==> src/rtl/subkey_if.sv <==
// Subkey generator bus: the start/key request and the per-round subkey stream.
interface subkey_if;
  logic        start;
  logic        decrypt;
  logic [55:0] droppedKey;
  logic [47:0] subkey;
  logic        subkey_valid;
  logic [3:0]  round;
  logic        busy;
  logic        done;

  modport master (
    output start, decrypt, droppedKey,
    input  subkey, subkey_valid, round, busy, done
  );

  modport slave (
    input  start, decrypt, droppedKey,
    output subkey, subkey_valid, round, busy, done
  );
endinterface

==> src/rtl/subkey_gen.sv <==
// DES key schedule: turns a PC-1 reduced key into sixteen PC-2 round subkeys,
// one per cycle, in encrypt order (K1..K16) or, when SUBKEY_DECRYPT_EN is
// defined, optionally in decrypt order (K16..K1) using right rotations.
// Without SUBKEY_DECRYPT_EN the decrypt input is accepted but ignored.
module subkey_gen (
  input  logic     clk,
  input  logic     rst,
  subkey_if.slave  bus
);

  typedef enum logic {IDLE, RUN} state_t;

  // PC-2 selection: entry n names the DES bit of C||D that feeds subkey bit n.
  localparam int PC2_TAB [48] = '{
    14, 17, 11, 24,  1,  5,  3, 28, 15,  6, 21, 10,
    23, 19, 12,  4, 26,  8, 16,  7, 27, 20, 13,  2,
    41, 52, 31, 37, 47, 55, 30, 40, 51, 45, 33, 48,
    44, 49, 39, 56, 34, 53, 46, 42, 50, 36, 29, 32
  };

  // Rounds 1, 2, 9 and 16 rotate by one position, all others by two.
  function automatic logic single_shift(input logic [4:0] i);
    return (i == 5'd1) || (i == 5'd2) || (i == 5'd9) || (i == 5'd16);
  endfunction

  function automatic logic [27:0] rotl28(input logic [27:0] x, input logic one);
    return one ? {x[26:0], x[27]} : {x[25:0], x[27:26]};
  endfunction

`ifdef SUBKEY_DECRYPT_EN
  function automatic logic [27:0] rotr28(input logic [27:0] x, input logic one);
    return one ? {x[0], x[27:1]} : {x[1:0], x[27:2]};
  endfunction
`endif

  // Bit 55 of cd is DES bit 1, so DES bit b lives at index 56-b.
  function automatic logic [47:0] pc2(input logic [55:0] cd);
    logic [47:0] out;
    out = '0;
    for (int n = 0; n < 48; n++) begin
      out[6'(47 - n)] = cd[6'(56 - PC2_TAB[n])];
    end
    return out;
  endfunction

  state_t      state, state_n;
  logic [27:0] c_q, c_n, d_q, d_n;
  logic [27:0] c_step, d_step;
  logic [3:0]  idx_q, idx_n;     // index of the last emitted step, 0..15
  logic [3:0]  round_q, round_n;
  logic [47:0] key_q, key_n;
  logic        vld_q, vld_n;
  logic        busy_q, busy_n;
  logic        done_q, done_n;
`ifdef SUBKEY_DECRYPT_EN
  logic        mode_q, mode_n;
`else
  logic        unused_decrypt;
  assign unused_decrypt = bus.decrypt;
`endif

  // Register the FSM, the rotating C/D halves and the subkey outputs.
  always_ff @(posedge clk or posedge rst) begin
    if (rst) begin
      state   <= IDLE;
      c_q     <= '0;
      d_q     <= '0;
      idx_q   <= '0;
      round_q <= '0;
      key_q   <= '0;
      vld_q   <= 1'b0;
      busy_q  <= 1'b0;
      done_q  <= 1'b0;
`ifdef SUBKEY_DECRYPT_EN
      mode_q  <= 1'b0;
`endif
    end else begin
      state   <= state_n;
      c_q     <= c_n;
      d_q     <= d_n;
      idx_q   <= idx_n;
      round_q <= round_n;
      key_q   <= key_n;
      vld_q   <= vld_n;
      busy_q  <= busy_n;
      done_q  <= done_n;
`ifdef SUBKEY_DECRYPT_EN
      mode_q  <= mode_n;
`endif
    end
  end

  // Next-state and next-output logic: one rotation step and one subkey per RUN cycle.
  always_comb begin
    state_n = state;
    c_n     = c_q;
    d_n     = d_q;
    c_step  = c_q;
    d_step  = d_q;
    idx_n   = idx_q;
    round_n = round_q;
    key_n   = key_q;
    vld_n   = 1'b0;
    busy_n  = 1'b0;
    done_n  = 1'b0;
`ifdef SUBKEY_DECRYPT_EN
    mode_n  = mode_q;
`endif
    case (state)
      IDLE: begin
        if (bus.start) begin
          state_n = RUN;
          idx_n   = 4'd0;
          vld_n   = 1'b1;
          busy_n  = 1'b1;
`ifdef SUBKEY_DECRYPT_EN
          mode_n  = bus.decrypt;
          if (bus.decrypt) begin
            // Total rotation over 16 rounds is 28, so K16 uses C0/D0 as-is.
            c_step  = bus.droppedKey[55:28];
            d_step  = bus.droppedKey[27:0];
            round_n = 4'd15;
          end else begin
            c_step  = rotl28(bus.droppedKey[55:28], 1'b1);
            d_step  = rotl28(bus.droppedKey[27:0], 1'b1);
            round_n = 4'd0;
          end
`else
          c_step  = rotl28(bus.droppedKey[55:28], 1'b1);
          d_step  = rotl28(bus.droppedKey[27:0], 1'b1);
          round_n = 4'd0;
`endif
          c_n   = c_step;
          d_n   = d_step;
          key_n = pc2({c_step, d_step});
        end
      end
      RUN: begin
        if (idx_q == 4'd15) begin
          state_n = IDLE;
        end else begin
          idx_n  = idx_q + 4'd1;
          vld_n  = 1'b1;
          busy_n = 1'b1;
          done_n = (idx_q == 4'd14);
`ifdef SUBKEY_DECRYPT_EN
          if (mode_q) begin
            // Step j = idx+2 undoes the rotation of round 18-j = 16-idx.
            c_step  = rotr28(c_q, single_shift(5'd16 - {1'b0, idx_q}));
            d_step  = rotr28(d_q, single_shift(5'd16 - {1'b0, idx_q}));
            round_n = round_q - 4'd1;
          end else begin
            c_step  = rotl28(c_q, single_shift({1'b0, idx_q} + 5'd2));
            d_step  = rotl28(d_q, single_shift({1'b0, idx_q} + 5'd2));
            round_n = round_q + 4'd1;
          end
`else
          c_step  = rotl28(c_q, single_shift({1'b0, idx_q} + 5'd2));
          d_step  = rotl28(d_q, single_shift({1'b0, idx_q} + 5'd2));
          round_n = round_q + 4'd1;
`endif
          c_n   = c_step;
          d_n   = d_step;
          key_n = pc2({c_step, d_step});
        end
      end
      default: state_n = IDLE;
    endcase
  end

  assign bus.subkey       = key_q;
  assign bus.subkey_valid = vld_q;
  assign bus.round        = round_q;
  assign bus.busy         = busy_q;
  assign bus.done         = done_q;

endmodule

==> src/flat_wrapper.sv <==
// flat-port wrapper written by rule: the top's interface ports become plain ports
module subkey_gen_flat 
  (clk, rst, bus_start, bus_decrypt, bus_droppedKey, bus_subkey, bus_subkey_valid, bus_round, bus_busy, bus_done);
  subkey_if bus_i ();
  input  logic clk;
  input  logic rst;
  input wire logic [$bits(bus_i.start)-1:0] bus_start;
  input wire logic [$bits(bus_i.decrypt)-1:0] bus_decrypt;
  input wire logic [$bits(bus_i.droppedKey)-1:0] bus_droppedKey;
  output wire logic [$bits(bus_i.subkey)-1:0] bus_subkey;
  output wire logic [$bits(bus_i.subkey_valid)-1:0] bus_subkey_valid;
  output wire logic [$bits(bus_i.round)-1:0] bus_round;
  output wire logic [$bits(bus_i.busy)-1:0] bus_busy;
  output wire logic [$bits(bus_i.done)-1:0] bus_done;
  assign bus_i.start = bus_start;
  assign bus_i.decrypt = bus_decrypt;
  assign bus_i.droppedKey = bus_droppedKey;
  assign bus_subkey = bus_i.subkey;
  assign bus_subkey_valid = bus_i.subkey_valid;
  assign bus_round = bus_i.round;
  assign bus_busy = bus_i.busy;
  assign bus_done = bus_i.done;
  subkey_gen u_core (.clk(clk), .rst(rst), .bus(bus_i));
endmodule
==> config.mk <==
export PLATFORM = sky130hd
export DESIGN_NAME = subkey_gen_flat
export DESIGN_NICKNAME = d
export VERILOG_FILES = /design/src/rtl/subkey_if.sv /design/src/rtl/subkey_gen.sv /design/src/flat_wrapper.sv
export SDC_FILE = /design/constraint.sdc
export NUM_CORES = 1
export LEC_CHECK = 0
export ABC_AREA = 1
export CORE_ASPECT_RATIO = 2
export CORE_UTILIZATION = 27
export DETAILED_ROUTE_END_ITERATION = 10
export PLACE_DENSITY = 0.5
export RECOVER_POWER = 25
export SLEW_MARGIN = 40
export SYNTH_ARGS = -nofsm -noshare
export SYNTH_HDL_FRONTEND = slang
export SYNTH_SLANG_ARGS = --single-unit
==> constraint.sdc <==
create_clock -name clk -period 6.2 [get_ports clk]
set_clock_uncertainty 0.15 [all_clocks]
set_input_delay 0.62 -clock clk [delete_from_list [all_inputs] [get_ports clk]]
set_output_delay 0.62 -clock clk [all_outputs]
set_load 0.03 [all_outputs]
==> results of run 1 <==
-- Yosys cell counts, drive strengths merged --
library cell,count,area [um2]
clkbuf,9,33.8
nor3b,1,7.51
conb,1,3.75
a21oi,4,20.0
o21ai,60,300
nand2,182,701
buf,76,571
dfrtp,66,1650
nor2,4,15.0
nand3,119,596
nand4,1,6.26
inv,121,454
xnor2,2,17.5
xor2,1,8.76
ha,5,62.6
-- power by group --
part           internal [mW]  switching, mW
Clock                  0.280          0.189
Combinational          0.643           1.35
Sequential             0.674          0.111
Total                   1.60           1.65
-- through the flow --
step	cells	area (um2)	hold slack [ns]	power [mW]
2_1_floorplan	673	4530	0.383	2.45
3_3_place_gp	885	5100	0.331	2.76
3_5_place_dp	885	5120	0.341	2.81
4_1_cts	901	5390	0.355	3.30
5_1_grt	901	5380	0.363	3.58
6_report	901	5380	0.342	3.24
-- cells by family (layout without fill, tap and decap cells) --
family / count (synthesis) / after routing
flops: 66 / 66
simple gates: 307 / 307
xor+xnor: 3 / 3
compound gates: 64 / 64
fa+ha+maj: 5 / 5
buf+inv: 206 / 230
other cells: 1 / 22
-- metal layers --
metal	global-route usage	up-vias
met5	0	-
met3	0.0261	12
li1	-	2005
met4	0.0529	0
met1	0.157	1915
met2	0.273	110
-- flip-flops by register name, indices dropped and copies added, names as in the netlist --
register / cells
u_core.d_q: 27
u_core.bus.round: 4
u_core.idx_q: 4
u_core.bus.busy: 1
u_core.bus.subkey: 1
u_core.c_q: 28
u_core.bus.done: 1
-- cell type report --
class	count	area (um2)	area share
clock inverter	3	15.0	0.00279
clock buffer	13	250	0.0465
tap	204	255	0.0474
inverter	121	462	0.0858
timing repair buffer	93	930	0.173
multi-input combinational	401	1820	0.338
sequential	66	1650	0.307
-- cells in the final DEF, fill, tap and decap left out, drive strengths merged --
cell type,instances
nand3,119
clkbuf,13
a21oi,4
o21ai,60
dlygate4sd3,1
conb,22
nand4,1
xor2,1
clkinv,4
nand2,182
nor3b,1
xnor2,2
dfrtp,66
inv,120
clkdlybuf4s50,90
ha,5
buf,2
nor2,4
-- critical path, delay by kind of cell, from the launching register on --
kind | cells | cell delay (ns)
XOR/XNOR | 1 | 0.16
adder cells (fa/ha/maj) | 1 | 0.24
buffers and inverters | 1 | 0.53
flip-flops | 1 | 0.46
AND/OR/NAND/NOR | 6 | 1.15
-- worst max path at each step --
| stage | end | slack, ns | cells after the start |
|---|---|---|---|
| floorplan | u_core.bus.busy | 3.78 | 1 |
| global placement | u_core.bus.subkey[1] | 2.92 | 6 |
| detailed placement | u_core.bus.subkey[1] | 3.44 | 11 |
| CTS | u_core.bus.subkey[1] | 3.41 | 9 |
| global route | u_core.bus.subkey[1] | 3.22 | 11 |
| finish | u_core.bus.subkey[1] | 3.45 | 9 |
==> run summary, run 1 <==
Drt initial violations -> 228
Worst R2R Path Depth -> 9
CTS Buffer Depth -> 2
Worst IR Drop VDD -> 536 uV
CP max stage cell -> nand2_4
Clock Latency Late Sink -> 0.33 ns
CTS sink cnt -> 66
DPL Wire Length -> 7250 um
Gr usage total -> 0.145
Max cap viols -> 0
Global-route wire length before repair -> 19,300 um
Routed met3 length -> 466 um
Crit path from -> u_core.idx_q[2]
Worst reg2reg endpoint -> u_core.bus.subkey[1]
Failing checks -> DRC
Unrepaired setup endpoints after global routing -> no
Die area -> 17,000 um2
Ant diodes -> 0
Layout cells sized above 1 -> 0.0316
Post-DR vias/cell -> 4.49
Number of global-route vias before repair -> 4,091
Initial antenna violation count -> 0
Layout Area Growth over Synthesis -> 21.0%
Postcts setup bufs -> 0
Post-DRT Antenna Nets -> 0
Sequential area share after synthesis -> 0.371
I/O pin total -> 115
Routed len/inst -> 13.0 um
Critical path capture point type -> flip-flop
Worst Slack Setup Final -> 3.45 ns
Largest net degree at the start of global routing -> 67
Die H -> 184 um
Synth Area in Compound Gates -> 0.0720
CP dominant cell by count -> nand2_1
Cell Area, Synth -> 4450 um2
DR WL met2 -> 6430 um
Die width -> 92.8 um
Synth Area in XOR/XNOR -> 0.00591
Setup TNS -> 0 ns
Post-CTS sizing -> 0
R2R Setup Slk -> 3.45 ns
Clock Tree Root -> clkbuf_16
Filler instances -> 1,823
F_max -> 363 MHz
H-tree depth -> 3
Min-Delay Endpoint -> u_core.bus.round[2]
Worst hold path class -> reg -> reg
Period utilization -> 0.444
Fin util -> 0.333
Syn. warnings -> 0
Routability Congestion -> 0.749
P per Cell Area -> 602 nW/um2
Final hold violations -> 0
Cells after Synth -> 652
Port bufs -> 91
Crit path cell chain -> ha_1 -> xnor2_1 -> nand2_1 -> nand2_2 -> buf_4 -> nand2_4 -> nand2_1 -> nand3_1 -> nand2_1
CP required -> 6.31 ns
Hold Crit Depth -> 1
CTS buffer count -> 9
Via count -> 4,042
Post-Synth Simple-Gate Area -> 0.298
Final Max Tran Viols -> 0
Routed WL -> 11,800 um
Adder-Cell Fraction of Synth Area -> 0.0141
Reg2reg start -> u_core.idx_q[2]
# rows -> 66
Largest family of logic cells by synthesized area -> simple AND/OR/NAND/NOR gates
Mapped Avg Cell Area -> 6.82 um2
Nets -> 757
Crit Path Max Fanout -> 57
Number of hold buffers added after CTS -> 0
Post-route DRC -> 1
First-pass detailed-route iteration total -> 7
Worst hold start -> u_core.bus.round[2]
Overflow after GRT -> 0
Synth cell types -> 22
Delay of the slowest critical-path stage -> 0.56 ns
Critical Path Source Type -> flip-flop
Core area -> 16,200 um2
Crit path arrival time -> 2.86 ns
Pre-CTS setup slack -> 3.44 ns
Highest Signal Layer -> met4
Reg clk slew, reported paths -> 0.05 ns
Status -> finished, violations left
Post-synthesis mux area share -> 0
Final Critical Period -> 2.75 ns
Final setup fails -> 0
Wl on met1 -> 4660 um
TritonCTS clock tree -> yes
Worst rel slew slack -> 0.545
Crit Path Class -> reg -> reg
Worst-Margin Slew -> 0.683 ns
Synthesis-stage register bit count -> 66
Initial core utilization -> 0.275
Pleak -> 2.67 nW
(Power assumes the default switching activity.)
==> inputs of run 2 (changes only) <==
==> constraint.sdc (replaced) <==
create_clock -name clk -period 2.6 [get_ports clk]
set_clock_uncertainty 0.15 [all_clocks]
set_input_delay 0.26 -clock clk [delete_from_list [all_inputs] [get_ports clk]]
set_output_delay 0.26 -clock clk [all_outputs]
set_load 0.03 [all_outputs]
==> run summary, run 2 (synthesis gave the netlist of run 1 again) <==
Final Max Tran Viols -> 67
Post-Place Cells -> 897
Clock Latency Late Sink -> 0.33 ns
Overflow after GRT -> 0
Layout cells sized above 1 -> 0.0494
Failing checks -> DRC, capacitance limit, slew limit
Final hold violations -> 0
Die width -> 92.8 um
Core area -> 16,200 um2
CTS sink cnt -> 66
Period utilization -> 0.832
Worst-Margin Slew -> 1.75 ns
Die H -> 184 um
Commonest cells after routing, fill and taps aside -> 177 x nand2_1, 119 x nand3_1, 117 x inv_1, 91 x clkdlybuf4s50_1, 66 x dfrtp_1
Initial antenna violation count -> 0
Clock Tree Root -> clkbuf_16
Worst hold path class -> reg -> reg
Pleak -> 2.75 nW
Reg2reg start -> u_core.idx_q[1]
Status -> finished, violations left
Number of global-route vias before repair -> 4,091
Max cap viols -> 1
Regs by FF count -> u_core.c_q: 28 flops, u_core.d_q: 27 flops
Largest Register -> u_core.c_q
Post-CTS sizing -> 0
Post-DR vias/cell -> 4.44
P per Cell Area -> 1450 nW/um2
Final setup fails -> 0
I/O pin total -> 115
Routed len/inst -> 12.9 um
Crit Path Max Fanout -> 20
Pre-CTS setup slack -> 0.448 ns
F_max -> 462 MHz
Number of hold buffers added after CTS -> 0
Via count -> 4,050
Worst rel slew slack -> -0.167
Fin util -> 0.342
Worst hold start -> u_core.bus.round[2]
Max reg flops -> 28
Gr usage total -> 0.144
CTS Buffer Depth -> 2
Critical path capture point type -> flip-flop
Post-route DRC -> 1
# rows -> 66
Initial core utilization -> 0.275
Crit path from -> u_core.idx_q[1]
Post-DRT Antenna Nets -> 0
Post-Layout Cell Count -> 913
First-pass detailed-route iteration total -> 7
Unrepaired setup endpoints after global routing -> no
Routed WL -> 11,700 um
Crit path arrival time -> 2.28 ns
Port bufs -> 91
CTS buffer count -> 9
Reg clk slew, reported paths -> 0.06 ns
Global-route wire length before repair -> 19,600 um
DPL Wire Length -> 8000 um
Drt initial violations -> 215
Setup TNS -> 0 ns
Commonest non-fill, non-tap cell in the layout -> nand2_1
Largest net degree at the start of global routing -> 67
TritonCTS clock tree -> yes
Ant diodes -> 0
H-tree depth -> 3
Die area -> 17,000 um2
Worst IR Drop VDD -> 681 uV
Critical Path Source Type -> flip-flop
CP required -> 2.72 ns
Postcts setup bufs -> 0
Worst Slack Setup Final -> 0.437 ns
Nets -> 769
Routability Congestion -> 0.788
Final Critical Period -> 2.16 ns
Crit Path Class -> reg -> reg
Layout Area Growth over Synthesis -> 24.3%
-- run 2: per-layer routing --
metal | track usage | part of all wire
met5 | 0 | 0
met4 | 0.0560 | 0.020
met3 | 0.0232 | 0.041
met2 | 0.266 | 0.54
met1 | 0.162 | 0.40
-- run 2: area by class of cell --
type	count	area (um2)
flip-flops and latches	66	1650
clock buffers	14	264
fillers	1759	10700
clock inverters	2	35.0
inverters	121	454
multi-input cells	401	1820
well taps	204	255
repair buffers	105	1050
-- run 2: through the flow --
step           power [mW]  hold slack, ns  instance area, um2
2_1_floorplan        5.85           0.313                4530
3_3_place_gp         6.77           0.332                5240
3_5_place_dp         6.87           0.339                5240
4_1_cts              8.15           0.200                5540
5_1_grt              8.87           0.396                5530
6_report             8.04           0.350                5530
-- run 2: critical path: stages (launching register included) --
cell	delay, ns
dfrtp_1	0.45
ha_1	0.26
nand3_1	0.13
nand2_4	0.14
nand2_2	0.24
buf_12	0.25
buf_4	0.18
o21ai_0	0.16
inv_1	0.06
nand2_1	0.07
-- run 2: path summary, 6_finish.rpt --
kind | endpoint | slack (ns) | cells after the start
setup / recovery | u_core.d_q[2] | 0.44 | 9
hold / removal | u_core.bus.round[2] | 0.35 | 1
setup reg to reg | u_core.d_q[2] | 0.44 | 9
hold reg to reg | u_core.bus.round[2] | 0.35 | 1
max in group asynchronous | u_core.c_q[5] | 0.54 | 3
min in group asynchronous | u_core.d_q[7] | 0.71 | 3
-- run 2: where the power goes --
group,switching (mW),internal (mW)
Sequential,0.277,1.61
Combinational,3.21,1.72
Clock,0.438,0.794
==> inputs of run 3 (changes only) <==
--- a/config.mk
+++ b/config.mk
@@ -9,7 +9,7 @@
 export CORE_ASPECT_RATIO = 2
 export CORE_UTILIZATION = 27
 export DETAILED_ROUTE_END_ITERATION = 10
-export PLACE_DENSITY = 0.5
+export PLACE_DENSITY = 0.52
 export RECOVER_POWER = 25
 export SLEW_MARGIN = 40
 export SYNTH_ARGS = -nofsm -noshare
==> constraint.sdc (replaced) <==
create_clock -name clk -period 1.9 [get_ports clk]
set_clock_uncertainty 0.15 [all_clocks]
set_input_delay 0.19 -clock clk [delete_from_list [all_inputs] [get_ports clk]]
set_output_delay 0.19 -clock clk [all_outputs]
set_load 0.03 [all_outputs]
==> run summary, run 3 (synthesis gave the netlist of run 1 again) <==
Status -> finished clean
Via count -> 4,026
Final setup fails -> 0
Gr usage total -> 0.146
Overflow after GRT -> 0
I/O pin total -> 115
Die width -> 92.8 um
Nets -> 773
Largest Register -> u_core.c_q
CTS sink cnt -> 66
Commonest cells after routing, fill and taps aside -> 177 x nand2_1, 118 x nand3_1, 116 x inv_1, 90 x clkdlybuf4s50_1, 65 x dfrtp_1
Routed WL -> 12,000 um
Max cap viols -> 0
Crit Path Class -> reg -> out
Initial core utilization -> 0.275
Layout cells sized above 1 -> 0.0659
Regs by FF count -> u_core.c_q: 28 flops, u_core.d_q: 27 flops
Total power draw -> 11.5 mW
F_max -> 550 MHz
Sequential cell area -> 1650 um2
Global-route wire length before repair -> 19,600 um
Drt initial violations -> 198
Reg clk slew, reported paths -> 0.06 ns
First-pass detailed-route iteration total -> 4
Worst-Margin Slew -> 1.00 ns
Die H -> 184 um
Post-DRT Antenna Nets -> 0
Number of global-route vias before repair -> 4,103
CP max stage cell -> clkdlybuf4s50_1
Final Max Tran Viols -> 0
Crit path cell chain -> clkdlybuf4s50_1
Crit Path Max Fanout -> 4
CTS buffer count -> 9
Max reg flops -> 28
DPL Wire Length -> 7960 um
Largest net degree at the start of global routing -> 67
Area of the multi-input gates -> 1840 um2
Post-CTS sizing -> 0
Crit path arrival time -> 1.48 ns
CTS Buffer Depth -> 2
Post-route DRC -> 0
Delay of the slowest critical-path stage -> 0.71 ns
Filler instances -> 1,793
Pleak -> 2.79 nW
# rows -> 66
Critical Path Source Type -> flip-flop
Ant diodes -> 0
Worst hold path class -> in -> reg
Die area -> 17,000 um2
Critical path capture point type -> output pin
Postcts setup bufs -> 0
Final Critical Period -> 1.82 ns
H-tree depth -> 3
Buffers plus inverters on the worst setup path -> 1
Unrepaired setup endpoints after global routing -> yes
Port bufs -> 91
Routability Congestion -> 0.731
Post-DR vias/cell -> 4.39
P per Cell Area -> 2020 nW/um2
Clock Tree Root -> clkbuf_16
Worst IR Drop VDD -> 831 uV
Setup TNS -> 0 ns
Clock Latency Late Sink -> 0.33 ns
CP required -> 1.56 ns
Commonest non-fill, non-tap cell in the layout -> nand2_1
Final hold violations -> 0
Period utilization -> 0.956
Initial antenna violation count -> 0
Worst rel slew slack -> 0.333
Layout Area Growth over Synthesis -> 28.0%
Core area -> 16,200 um2
TritonCTS clock tree -> yes
Routed len/inst -> 13.1 um
Cell class contributing the biggest share of worst-path delay -> buffers and inverters
Number of hold buffers added after CTS -> 0
-- run 3: changes by cell type in the layout (fill, tap and decap cells not counted), moves of 2 or more --
| cell | previous run | this run |
|---|---|---|
| clkinvlp_4 | 0 | 6 |
| clkbuf_1 | 3 | 0 |
| buf_12 | 3 | 9 |
| buf_4 | 10 | 4 |
| nand2_2 | 4 | 2 |
| buf_6 | 0 | 2 |
| clkbuf_16 | 9 | 11 |
-- run 3: metal layers --
layer  track usage  vias up  wire length, um
li1              -     2041                -
met1         0.155     1877             4690
met2         0.278       98             6700
met3        0.0256       10              442
met4        0.0560        0              218
met5             0        -                0
-- run 3: layout make-up --
cell class,count,area share
multi-input cells,401,0.324
flip-flops and latches,66,0.290
inverters,121,0.0805
clock inverters,6,0.00747
well taps,204,0.0448
clock buffers,10,0.0420
repair buffers,109,0.211
-- run 3: final timing paths --
path                       slack [ns]                 from  depth (start not counted)                   end
min in group asynchronous        0.54                  rst                          3         u_core.c_q[4]
max in group asynchronous        0.37                  rst                          3       u_core.idx_q[1]
hold reg to reg                  0.35  u_core.bus.round[2]                          1   u_core.bus.round[2]
setup reg to reg                 0.11      u_core.idx_q[1]                          9  u_core.bus.subkey[1]
setup / recovery                 0.08      u_core.bus.busy                          1      bus_subkey_valid
hold / removal                   0.34   bus_droppedKey[45]                          5        u_core.c_q[18]
-- run 3: through the flow --
step	cells	hold WS, ns	area (um2)	setup slack, ns	utilization
final	917	0.338	5690	0.0832	0.352
after global routing	917	0.366	5690	-0.0120	0.352
after CTS	915	0.181	5610	0.0652	0.346
after detailed placement	899	0.341	5330	0.0781	0.329
after global placement	899	0.328	5330	0.100	0.329
after floorplan	673	0.184	4530	0.157	-
-- run 3: power breakdown --
part	switching, mW	leakage [nW]	internal [mW]	total, mW
combinational	4.56	1.90	2.81	7.37
sequential	0.354	0.771	2.20	2.56
clock	0.663	0.123	0.916	1.58
total	5.58	2.79	5.93	11.5
